$ cat config.mk
export PLATFORM = sky130hd
export DESIGN_NAME = branch_resolve_unit
export DESIGN_NICKNAME = d
export VERILOG_FILES = /design/src/rtl/branch_resolve_unit_pkg.sv /design/src/rtl/branch_resolve_unit_adder.sv /design/src/rtl/branch_resolve_unit_sat_counter.sv /design/src/rtl/branch_resolve_unit.sv
export SDC_FILE = /design/constraint.sdc
export NUM_CORES = 1
export LEC_CHECK = 0
export CORE_MARGIN = 3
export CORE_UTILIZATION = 34
export DETAILED_ROUTE_END_ITERATION = 16
export SLEW_MARGIN = 20
export SYNTH_ARGS = -nofsm -noshare
export SYNTH_HDL_FRONTEND = slang
export SYNTH_SLANG_ARGS = --single-unit
$ cat constraint.sdc
create_clock -name clk -period 8.9 [get_ports clk]
set_clock_uncertainty 0.2 [all_clocks]
set_input_delay 1.335 -clock clk [delete_from_list [all_inputs] [get_ports clk]]
set_output_delay 1.335 -clock clk [all_outputs]
set_load 0.005 [all_outputs]
$ cat src/rtl/branch_resolve_unit_pkg.sv
// -----------------------------------------------------------------------------
// branch_resolve_unit_pkg
// Purpose : shared constants and types for the execute-stage branch resolver.
//   DataBusBits        - width of PCs, immediates and register operands
//   STATE_RUN/FLUSH    - encodings of the wrong-path flush FSM
//   upd_bus_t          - predictor update bus payload (PC, target, direction)
//   is_misaligned()    - true when an instruction address is not 4-byte aligned
// -----------------------------------------------------------------------------
package branch_resolve_unit_pkg;

  localparam int DataBusBits = 64;

  // Flush FSM state encodings.
  localparam logic STATE_RUN   = 1'b0;
  localparam logic STATE_FLUSH = 1'b1;

  // Width of the flush down-counter; holds FLUSH_CYCLES-1 for FLUSH_CYCLES <= 15.
  localparam int FlushCntBits = 4;

  typedef struct packed {
    logic [DataBusBits-1:0] pc;
    logic [DataBusBits-1:0] target;
    logic                   taken;
  } upd_bus_t;

  function automatic logic is_misaligned(input logic [DataBusBits-1:0] addr);
    return addr[1:0] != 2'b00;
  endfunction

endpackage

$ cat src/rtl/branch_resolve_unit_adder.sv
// -----------------------------------------------------------------------------
// adder
// Purpose : plain modulo-2^W adder used for PC+4 and for the target address.
// Ports   :
//   a, b  in  W  operands
//   sum   out W  a + b, carry-out discarded
// -----------------------------------------------------------------------------
module adder #(
  parameter int W = 64
) (
  input  logic [W-1:0] a,
  input  logic [W-1:0] b,
  output logic [W-1:0] sum
);

  assign sum = a + b;

endmodule

$ cat src/rtl/branch_resolve_unit_sat_counter.sv
// -----------------------------------------------------------------------------
// sat_counter
// Purpose : W-bit event counter that sticks at all-ones instead of wrapping.
// Ports   :
//   clk      in  1  clock
//   reset    in  1  asynchronous active-high reset, clears the count
//   clr_i    in  1  synchronous clear (wins over inc_i)
//   inc_i    in  1  count one event this cycle
//   count_o  out W  current count
// -----------------------------------------------------------------------------
module sat_counter #(
  parameter int W = 32
) (
  input  logic         clk,
  input  logic         reset,
  input  logic         clr_i,
  input  logic         inc_i,
  output logic [W-1:0] count_o
);

  logic [W-1:0] count_q;
  logic [W-1:0] count_d;

  always_comb begin
    count_d = count_q;
    if (clr_i) begin
      count_d = '0;
    end else if (inc_i && (count_q != '1)) begin
      count_d = count_q + 1'b1;
    end
  end

  always_ff @(posedge clk or posedge reset) begin
    if (reset) begin
      count_q <= '0;
    end else begin
      count_q <= count_d;
    end
  end

  assign count_o = count_q;

endmodule

$ cat src/rtl/branch_resolve_unit.sv
// -----------------------------------------------------------------------------
// branch_resolve_unit
// Purpose : execute-stage resolution of jal / jalr / conditional branches
//           against the fetch-predicted next PC. Drives the predictor update
//           bus, a one-cycle fetch redirect, a multi-cycle wrong-path flush and
//           saturating branch / mispredict counters. All outputs registered.
// Ports   :
//   clk, reset                  clock, asynchronous active-high reset
//   stall                       hold off new resolutions
//   ex_valid, ex_is_jal/jalr/branch, ex_cond   execute-stage instruction info
//   ex_PC, ex_imm, ex_rs1, ex_predictedPC      operands and predicted next PC
//   we, PCUpdate, targetUpdate, takenUpdate    predictor update bus
//   redirect, redirectPC        fetch redirect pulse and correct next PC
//   flush                       kill wrong-path instructions in IF/ID
//   misaligned                  taken target not 4-byte aligned
//   branchCount, mispredictCount performance counters
// -----------------------------------------------------------------------------
import branch_resolve_unit_pkg::*;

module branch_resolve_unit #(
  parameter int FLUSH_CYCLES = 2,
  parameter int CNT_W        = 32
) (
  input  logic                   clk,
  input  logic                   reset,
  input  logic                   stall,
  input  logic                   ex_valid,
  input  logic                   ex_is_jal,
  input  logic                   ex_is_jalr,
  input  logic                   ex_is_branch,
  input  logic                   ex_cond,
  input  logic [DataBusBits-1:0] ex_PC,
  input  logic [DataBusBits-1:0] ex_imm,
  input  logic [DataBusBits-1:0] ex_rs1,
  input  logic [DataBusBits-1:0] ex_predictedPC,
  output logic                   we,
  output logic [DataBusBits-1:0] PCUpdate,
  output logic [DataBusBits-1:0] targetUpdate,
  output logic                   takenUpdate,
  output logic                   redirect,
  output logic [DataBusBits-1:0] redirectPC,
  output logic                   flush,
  output logic                   misaligned,
  output logic [CNT_W-1:0]       branchCount,
  output logic [CNT_W-1:0]       mispredictCount
);

  localparam logic [FlushCntBits-1:0] FlushLoad = FlushCntBits'(FLUSH_CYCLES - 1);

  // ---------------------------------------------------------------------------
  // Target / next-PC datapath
  // ---------------------------------------------------------------------------
  logic [DataBusBits-1:0] pc_plus4;
  logic [DataBusBits-1:0] tgt_opa;
  logic [DataBusBits-1:0] tgt_sum;
  logic [DataBusBits-1:0] target;
  logic [DataBusBits-1:0] actual_next;
  logic                   is_cf;
  logic                   taken;

  adder #(.W(DataBusBits)) u_pc_plus4 (
    .a   (ex_PC),
    .b   (DataBusBits'(4)),
    .sum (pc_plus4)
  );

  // jalr adds to rs1; jal and branches add to the PC.
  assign tgt_opa = ex_is_jalr ? ex_rs1 : ex_PC;

  adder #(.W(DataBusBits)) u_target (
    .a   (tgt_opa),
    .b   (ex_imm),
    .sum (tgt_sum)
  );

  assign target      = ex_is_jalr ? {tgt_sum[DataBusBits-1:1], 1'b0} : tgt_sum;
  assign is_cf       = ex_is_jal | ex_is_jalr | ex_is_branch;
  assign taken       = ex_is_jal | ex_is_jalr | (ex_is_branch & ex_cond);
  assign actual_next = taken ? target : pc_plus4;

  // ---------------------------------------------------------------------------
  // Accept / classify
  // ---------------------------------------------------------------------------
  logic state_q, state_d;
  logic acc;
  logic bad_align;
  logic resolve_ok;
  logic mispredict;

  assign acc        = ex_valid & ~stall & (state_q == STATE_RUN) & is_cf;
  assign bad_align  = taken & is_misaligned(target);
  // A misaligned taken target is an exception, not a resolution.
  assign resolve_ok = acc & ~bad_align;
  assign mispredict = resolve_ok & (actual_next != ex_predictedPC);

  // ---------------------------------------------------------------------------
  // Output registers
  // ---------------------------------------------------------------------------
  logic                   we_q, we_d;
  logic                   redirect_q, redirect_d;
  logic                   misaligned_q, misaligned_d;
  logic [DataBusBits-1:0] redirect_pc_q, redirect_pc_d;
  upd_bus_t               upd_q, upd_d;

  always_comb begin
    we_d          = resolve_ok;
    redirect_d    = mispredict;
    misaligned_d  = acc & bad_align;
    redirect_pc_d = redirect_pc_q;
    upd_d         = upd_q;
    // The update bus is refreshed on every accepted instruction, including a
    // misaligned one, so downstream exception logic sees the faulting target.
    // Consumers still qualify it with we.
    if (acc) begin
      upd_d.pc     = ex_PC;
      upd_d.target = target;
      upd_d.taken  = taken;
    end
    if (mispredict) begin
      redirect_pc_d = actual_next;
    end
  end

  // ---------------------------------------------------------------------------
  // Flush FSM: flush rises with redirect and stays FLUSH_CYCLES cycles.
  // ---------------------------------------------------------------------------
  logic [FlushCntBits-1:0] flush_cnt_q, flush_cnt_d;
  logic                    flush_q, flush_d;

  always_comb begin
    state_d     = state_q;
    flush_cnt_d = flush_cnt_q;
    flush_d     = flush_q;
    case (state_q)
      STATE_RUN: begin
        if (mispredict) begin
          state_d     = STATE_FLUSH;
          flush_cnt_d = FlushLoad;
          flush_d     = 1'b1;
        end
      end
      STATE_FLUSH: begin
        // Counts regardless of stall: the wrong-path slots must be drained.
        if (flush_cnt_q == '0) begin
          state_d = STATE_RUN;
          flush_d = 1'b0;
        end else begin
          flush_cnt_d = flush_cnt_q - 1'b1;
        end
      end
      default: begin
        state_d     = STATE_RUN;
        flush_cnt_d = '0;
        flush_d     = 1'b0;
      end
    endcase
  end

  always_ff @(posedge clk or posedge reset) begin
    if (reset) begin
      state_q       <= STATE_RUN;
      flush_cnt_q   <= '0;
      flush_q       <= 1'b0;
      we_q          <= 1'b0;
      redirect_q    <= 1'b0;
      misaligned_q  <= 1'b0;
      redirect_pc_q <= '0;
      upd_q         <= '0;
    end else begin
      state_q       <= state_d;
      flush_cnt_q   <= flush_cnt_d;
      flush_q       <= flush_d;
      we_q          <= we_d;
      redirect_q    <= redirect_d;
      misaligned_q  <= misaligned_d;
      redirect_pc_q <= redirect_pc_d;
      upd_q         <= upd_d;
    end
  end

  // ---------------------------------------------------------------------------
  // Performance counters (update on the same edge as we / redirect)
  // ---------------------------------------------------------------------------
  sat_counter #(.W(CNT_W)) u_branch_cnt (
    .clk     (clk),
    .reset   (reset),
    .clr_i   (1'b0),
    .inc_i   (resolve_ok),
    .count_o (branchCount)
  );

  sat_counter #(.W(CNT_W)) u_mispredict_cnt (
    .clk     (clk),
    .reset   (reset),
    .clr_i   (1'b0),
    .inc_i   (mispredict),
    .count_o (mispredictCount)
  );

  assign we           = we_q;
  assign PCUpdate     = upd_q.pc;
  assign targetUpdate = upd_q.target;
  assign takenUpdate  = upd_q.taken;
  assign redirect     = redirect_q;
  assign redirectPC   = redirect_pc_q;
  assign flush        = flush_q;
  assign misaligned   = misaligned_q;

endmodule

==> impl_metrics.json <==
{
  "die_w_um": 252.5,
  "grt_use_met2_pct": 48.92,
  "hold_violations": 0,
  "synth_area_leaders": "dfrtp_1 (32%), mux2_2 (7.7%), xnor2_1 (5.2%)",
  "p_clk_share_pct": 24.0,
  "die_area_um2": 63760,
  "areaGrowthSynthToFinish_pct": 35.00,
  "chipHeight_um": 252.5,
  "ys_seq_elements": 266,
  "rsz0062_at_grt": "no",
  "start_kind": "primary input",
  "p_leak_nw": 10.97,
  "crit_path_max_fanout": 70,
  "synth_edf_count": 0,
  "cp_common_cell": "nand4_1",
  "hold_buffers": 0,
  "finalSetupViolCount": 0,
  "p_switching_mw": 2.251,
  "numCtsBuffers": 35,
  "preCtsSetupSlack_ps": 708.3,
  "slowest_delay_ps": 780,
  "clock_sinks": 266,
  "drc": 0,
  "antenna_found_initial": 6,
  "coreArea_um2": 59580,
  "track_usage_pct": 31.07,
  "worst_pin_slew_ps": 1022,
  "p_total_mw": 6.301,
  "p_int_mw": 4.050,
  "syn-cell-area_um2": 20660,
  "use_met1_pct": 42.93,
  "post-dp-hpwl_um": 83210,
  "port_buffers": 524,
  "cts_setup_buffers": 0,
  "rows": 89,
  "drv_slew": 0,
  "combPwrFrac_pct": 44.9,
  "dr.pass1.iters": 6,
  "crit_slowest_cell": "nor3_1",
  "power_frac_seq_pct": 31.1,
  "gp_congestion": 0.9924,
  "synth.avg_cell_area_um2": 8.601,
  "run_status": "completed",
  "hold_path.class": "register to register",
  "drive_gt1_share_pct": 10.50,
  "seq_area_frac_synth_pct": 32.22,
  "yosys.area.top_type": "dfrtp_1",
  "layout_min_cycle_time_ps": 7822,
  "ys_async_sr_fraction_pct": 100.0,
  "synth_top_flop_cell": "dfrtp_1",
  "ctsResizeCount": 0,
  "fin_ws_ps": 1078,
  "irDropWorstVdd_v": 0.0001795,
  "utilization_pct": 46.82,
  "drt-wirelength-per-cell_um": 28.03,
  "fin_tns_setup_ps": 0,
  "timing.fmax_ghz": 0.1278,
  "arrival_ps": 8050,
  "clockBufferDepth": 3,
  "ant_nets": 0,
  "crit_type": "primary input to register",
  "required_ps": 9130,
  "final_nets": 3199,
  "first_iter_violations": 2337,
  "cp.buffers_inverters": 2,
  "p_per_area_nw_per_um2": 225.9,
  "start_util_pct": 34.68,
  "end_kind": "register",
  "via_per_inst": 6.012,
  "cp_top_family": "simple AND/OR/NAND/NOR gates",
  "grt_max_degree": 142,
  "grt_pass1_vias": 21390,
  "synth_top_area_share_pct": 32.22,
  "grt.met3_usage_pct": 6.205,
  "vias": 22020,
  "final_cell_mix": "clkdlybuf4s50_1 (523), nand2_1 (280), dfrtp_1 (266), nor2_1 (173), o21ai_0 (153)",
  "cp_cell_sequence": "buf_4, mux2_2, ha_1, nand4_1, nor3_1, nand4_1, o211a_1, a211o_1, and3_1, o31ai_1, xor2_1, or4_1, nor4_1, a21boi_4, buf_12, nand2_1, mux2_1",
  "min_period_over_period_pct": 87.89,
  "cts-root-buf": "clkbuf_16",
  "grt_overflow": 0,
  "busiest_layer": "met2",
  "syn_nets": 2735,
  "drt-total-wl_um": 102700,
  "maxSlewHeadroom_pct": 30.08,
  "clk-insertion-delay-late_ps": 550,
  "path_clk_slew_ps": 50,
  "cts_tree": "built",
  "synth_cell_type_count": 91,
  "grt_pass1_wl_um": 147100,
  "r2r_slack_ps": 5260,
  "syn_inst": 2402,
  "drv_cap": 0,
  "ys_warn_count": 0,
  "swShare_pct": 35.72,
  "ioPinCount": 525,
  "htreeDepth": 2,
  "final_common_cell": "clkdlybuf4s50_1"
}
==> Yosys cell counts (all sizes together), types with 20 or more instances <==
master    n
mux2i    27
nor2    173
a21oi   147
o21a     39
or3      21
nor4     38
and4     22
o211ai   26
nand3    86
ha       68
a211oi   25
inv      37
and3     41
nand4   102
nor3     55
clkbuf   91
nand2   280
xnor2   122
o31ai    22
a21o     20
buf      49
mux2    157
dfrtp   266
xor2     75
o21ai   165
==> worst paths after layout <==
kind,from,to,cells after the start
worst min register to register,PCUpdate[34],PCUpdate[34],2
worst min-delay path,PCUpdate[34],PCUpdate[34],2
max in group asynchronous,reset,targetUpdate[37],3
worst max register to register,u_branch_cnt.count_o[8],u_branch_cnt.count_o[25],12
min in group asynchronous,reset,u_branch_cnt.count_o[13],2
worst max-delay path,ex_is_jalr,u_mispredict_cnt.count_o[1],17
==> cell type report <==
cell class                 instances  area (µm²)
timing repair buffer             567        5603
sequential                       266        6656
clock buffer                      46       987.2
fill                            5788       31690
tap                              773       967.2
antenna                            4       10.01
clock inverter                    11       205.2
inverter                          37       146.4
multi-input combinational       1959       13320
==> cell families (layout without fill, tap and decap cells) <==
kind of cell               Yosys count  after routing  share of synthesized area, %
and+or+nand+nor                    913            913                         22.44
AOI/OAI and AO/OA                  594            594                         18.88
adders and majority gates           69             69                         4.215
DFF                                266            266                         32.22
muxes                              184            184                         10.12
xor gates and xnor gates           199            199                         8.569
buffers and inverters              177            661                         3.555
other                                0              4                             0
==> worst register-to-register path, cell delays in order, from the launching register on <==
cell and delay (ps):
dfrtp_1 440, and4_1 250, and3_1 230, and4_1 230, nand4_1 150, o41ai_1 680
inv_1 190, and3_1 240, and3_1 200, nor2b_1 230, nand2b_1 260, nor2_1 80
xor2_1 150
==> sequential cells by signal, summed over array words and instances, names as in the netlist, 4 cells and up <==
name / cells
u_branch_cnt.count_o: 32
PCUpdate: 64
u_mispredict_cnt.count_o: 32
targetUpdate: 64
flush_cnt_q: 4
redirectPC: 64
==> stage by stage <==
step | area, µm² | hold WS (ps) | instances
2_1_floorplan | 20660 | 270.0 | 2402
3_3_place_gp | 26690 | 262.5 | 3602
3_5_place_dp | 26690 | 264.5 | 3602
4_1_cts | 27880 | 285.0 | 3659
5_1_grt | 27890 | 293.2 | 3661
6_report | 27890 | 277.7 | 3663
==> power groups by stage <==
stage | Clock (mW) | Combinational [mW] | Sequential (mW)
after floorplan | 0 | 1.15 | 1.94
after global placement | 0 | 2.80 | 1.95
after detailed placement | 0 | 2.81 | 1.97
after CTS | 1.54 | 2.82 | 1.96
after global routing | 1.59 | 3.02 | 2.01
final | 1.51 | 2.83 | 1.96
==> routing by layer <==
layer	wire, µm	share of wire [%]
met1	44250	43
met2	45970	45
met3	8831	8.6
met4	3590	3.5
met5	42	0.041
(Power assumes the default switching activity.)
==> patch 1 (same flow settings) <==
`CNT_W`: 32 -> 48.
--- a/src/rtl/branch_resolve_unit.sv
+++ b/src/rtl/branch_resolve_unit.sv
@@ -21,3 +21,3 @@
   parameter int FLUSH_CYCLES = 2,
-  parameter int CNT_W        = 32
+  parameter int CNT_W        = 48
 ) (
Interface: changed (resized branchCount and mispredictCount); port bits go from 525 to 557. No check against the original RTL was run, so the function may have changed too.
==> patch 1 against the original RTL <==
Area after synthesis is 4.7% higher. Combinational power down 1%. Register-to-register slack got worse by 0.45 ns. Worst setup slack lost 0.49 ns. Highest routed layer is now met4. Sequential cell count increased by 32. Wire length grew 9.2%. Final area up 5.5%. Final cell count rose by 5.9%. Total power increased by 2.0%.
==> patch 1: results (changes against the original RTL) <==
.. list-table::
   :header-rows: 1

   * - Metric
     - Value
   * - Total placed instance area
     - 28,200 sq um (was 26,700 sq um)
   * - Avg Vias per Cell
     - 5.78 (was 6.01)
   * - First-pass GRT wire length
     - 160,000 um (was 147,000 um)
   * - Largest net degree at the start of global routing
     - 186 (was 142)
   * - Transition at the pin with the smallest max-transition slack
     - 1.06 ns (was 1.02 ns)
   * - Arrival time at the worst endpoint
     - 8.57 ns (was 8.05 ns)
   * - Via count of the first global-routing pass
     - 22,800 (was 21,400)
   * - # port buffers
     - 556 (was 524)
   * - Combined global-route utilization of all metal layers
     - 32.7% (was 31.1%)
   * - Final HPWL DP
     - 92,000 um (was 83,200 um)
   * - Final wirelength
     - 112,000 um (was 103,000 um)
   * - Count of different cell masters after synthesis
     - 89 (was 91)
   * - Vias
     - 22,400 (was 22,000)
   * - Global-route track usage on met2
     - 58.3% (was 48.9%)
   * - Leakage
     - 12.1 nW (was 11.0 nW)
   * - Post-Syn Instances
     - 2,501 (was 2,402)
   * - Power Dens Cells
     - 218 nW/um^2 (was 226 nW/um^2)
   * - M1 GR Usage
     - 37.6% (was 42.9%)
   * - Pre-CTS setup slack
     - 0.0793 ns (was 0.708 ns)
   * - Layout cell share with drive strength beyond 1
     - 8.95% (was 10.5%)
   * - Initial antenna violation count
     - 2 (was 6)
   * - Post-synth top cells
     - 307 x nand2_1, 298 x dfrtp_1, 199 x o21ai_0, 182 x nor2_1, 140 x a21oi_1 (was 280 x nand2_1, 266 x dfrtp_1, 173 x nor2_1, 153 x o21ai_0, 142 x mux2_2)
   * - Synthesized net count
     - 2,834 (was 2,735)
   * - Outcome
     - complete, no violations (unchanged)
   * - Total clock buffers created by CTS
     - 37 (was 35)
   * - Met3 layer usage reported by global route
     - 5.74% (was 6.20%)
   * - Critical-path cell with the highest stage delay
     - o31ai_2 (was nor3_1)
   * - Maximum resistive drop on vdd
     - 170 uV (was 180 uV)
   * - Cells taking the most area after synthesis
     - dfrtp_1 34%, mux2_2 6.9%, nand2_1 5.3%, xor2_1 5.1%, xnor2_1 4.9% (was dfrtp_1 32%, mux2_2 7.7%, xnor2_1 5.2%, nand2_1 5.1%, ha_1 4.1%)
   * - Crit path max fanout
     - 62 (was 70)
   * - Pre-Repair DR Iteration Count
     - 5 (was 6)
   * - Number of fill cells
     - 6,004 (was 5,788)
   * - Worst-Skew Late Latency
     - 0.58 ns (was 0.55 ns)
   * - Sequential area share after synthesis
     - 34.5% (was 32.2%)
## patch 1: worst min-delay path: stages, from the launching register on
cell	delay, ns
dfrtp_1	0.34
nand2_1	0.05
o21ai_0	0.06
## patch 1: path summary, 6_finish.rpt
path,end,cells past startpoint,slack [ns],startpoint
max in group asynchronous,targetUpdate[22],4,5.65,reset
hold reg to reg,targetUpdate[55],2,0.28,targetUpdate[55]
hold / removal,targetUpdate[55],2,0.28,targetUpdate[55]
min in group asynchronous,PCUpdate[53],2,1.07,reset
setup reg to reg,u_branch_cnt.count_o[43],15,4.81,state_q
setup / recovery,redirectPC[3],17,0.59,ex_is_jalr
## patch 1: kinds of logic (layout without fill, tap and decap cells)
family,after synthesis,in the layout,synth area share [%]
simple gates,947,947,21.5
compound gates,572,572,16.5
flops,298,298,34.5
xor+xnor,247,247,10.1
mux,197,197,10.1
buf+inv,171,710,3.27
fa+ha+maj,69,69,4.03
other cells,0,2,0
## patch 1: area by class of cell
type | instances | area share, %
multi-input combinational | 2032 | 46.0
clock inverter | 10 | 0.548
sequential | 298 | 25.3
clock buffer | 51 | 3.50
antenna | 2 | 0.0170
tap | 837 | 3.56
inverter | 43 | 0.561
timing repair buffer | 606 | 20.5
## patch 1: layer usage
layer	routed length, um	up-vias
li1	-	10100
met1	42800	11000
met2	55600	1018
met3	7250	201
met4	6500	0
met5	0	-
## patch 1: where the power goes
part	switching, mW	leakage (nW)	internal [mW]
sequential	0.296	3.75	1.80
combinational	1.35	7.75	1.44
clock	0.634	0.577	0.899
==> patch 2 (config.mk and constraints unchanged) <==
Without the edit above. Make the reset (`reset`) synchronous in 2 clocked blocks. Comments in the files are not updated.
--- a/src/rtl/branch_resolve_unit_sat_counter.sv
+++ b/src/rtl/branch_resolve_unit_sat_counter.sv
@@ -32,3 +32,3 @@
 
-  always_ff @(posedge clk or posedge reset) begin
+  always_ff @(posedge clk) begin
     if (reset) begin
--- a/src/rtl/branch_resolve_unit.sv
+++ b/src/rtl/branch_resolve_unit.sv
@@ -158,3 +158,3 @@
 
-  always_ff @(posedge clk or posedge reset) begin
+  always_ff @(posedge clk) begin
     if (reset) begin
Formal check against the unedited RTL: differs if reset is asserted again (counterexample within 4 cycles, from zero or initial values and one cycle with reset high); with reset held inactive, the same outputs for 4 cycles.
==> patch 2 against the original RTL <==
Final area shrank 3.0%. Clock power shrank 7%. Sequential share of layout area fell by 4.2 points. Sequential cell count unchanged. Global-route usage rose by 0.23 points. Wire length up 0.11%. Worst setup slack improved by 0.049 ns. Count of clock-buffer cells in the layout is 1 higher. Total power is 33% lower. Area after synthesis shrank 2.7%. Largest cell class unchanged.
==> patch 2: results (changes against the original RTL) <==
.. list-table::
   :header-rows: 1

   * - Metric
     - Value
   * - Outcome
     - complete, no violations (unchanged)
   * - Hold Path Origin
     - redirectPC[61] (was PCUpdate[34])
   * - Sequential Power
     - 1.30 mW (was 1.96 mW)
   * - Avg Vias per Cell
     - 5.98 (was 6.01)
   * - Global-route track usage on met2
     - 48.9% (about the same)
   * - Clock distribution area overhead in the final layout
     - 4.09% (was 4.28%)
   * - Signal buf overhead
     - 20.8% (was 20.1%)
   * - Post-synth top cells
     - 426 x nand2_1, 328 x a21oi_1, 266 x dfxtp_1, 236 x nor2_1, 136 x clkbuf_1 (was 280 x nand2_1, 266 x dfrtp_1, 173 x nor2_1, 153 x o21ai_0, 142 x mux2_2)
   * - Internal power contribution
     - 2.66 mW (was 4.05 mW)
   * - Vias
     - 23,600 (was 22,000)
   * - Final wirelength
     - 103,000 um (about the same)
   * - M1 GR Usage
     - 42.4% (was 42.9%)
   * - Critical Path Max Stage Delay
     - 0.83 ns (was 0.78 ns)
   * - DR WL met2
     - 45,200 um (was 46,000 um)
   * - Power Dens Cells
     - 156 nW/um^2 (was 226 nW/um^2)
   * - Combined global-route utilization of all metal layers
     - 31.3% (was 31.1%)
   * - First-pass GRT wire length
     - 149,000 um (was 147,000 um)
   * - Via count of the first global-routing pass
     - 22,400 (was 21,400)
   * - Top_reg_cell synth
     - dfxtp_1 (was dfrtp_1)
   * - Final HPWL DP
     - 81,800 um (was 83,200 um)
   * - Post-synthesis async set-or-reset flop share
     - 0% (was 100%)
   * - Largest net degree at the start of global routing
     - 110 (was 142)
   * - Comb_multi_in
     - 2,249 (was 1,959)
   * - Pre-CTS setup slack
     - 0.738 ns (was 0.708 ns)
   * - Worst-Skew Late Latency
     - 0.57 ns (was 0.55 ns)
   * - DR WL met3
     - 8890 um (was 8830 um)
   * - Initial antenna violation count
     - 7 (was 6)
   * - Fraction of area in registers
     - 19.7% (was 23.9%)
   * - Crit path max fanout
     - 54 (was 70)
   * - Proportion of cell area occupied by multi-input gates
     - 51.4% (was 47.7%)
   * - Post-Synth Adder-Cell Area
     - 4.33% (was 4.22%)
   * - Number of placed instances, taps included
     - 3,879 (was 3,602)
   * - Count of different cell masters after synthesis
     - 98 (was 91)
   * - Sequential area share after synthesis
     - 26.5% (was 32.2%)
   * - Total clock buffers created by CTS
     - 34 (was 35)
==> patch 2: cell types whose count changed in the layout (fill, tap and decap cells not counted), moves of 30 or more <==
cell	change
dfrtp_1	-266
dfxtp_1	+266
a21oi_1	+190
nand2_1	+146
mux2_2	-81
nor2_1	+63
xnor2_1	-41
a211oi_1	+34
o21ai_0	-33
nand4_1	-30
==> patch 2: final timing paths <==
kind / slack [ns] / cells past startpoint / end
setup / recovery: 1.13 / 17 / redirectPC[41]
hold / removal: 0.25 / 2 / redirectPC[61]
setup reg to reg: 4.59 / 13 / u_branch_cnt.count_o[27]
hold reg to reg: 0.25 / 2 / redirectPC[61]
==> patch 2: critical path, delay by kind of cell <==
family                   cells  cell delay, ns
AO/OA/AOI/OAI                7            3.29
XOR/XNOR                     2            0.37
adder cells (fa/ha/maj)      1            0.42
buffers and inverters        2            0.74
multiplexers                 1            0.42
AND/OR/NAND/NOR              4            1.31
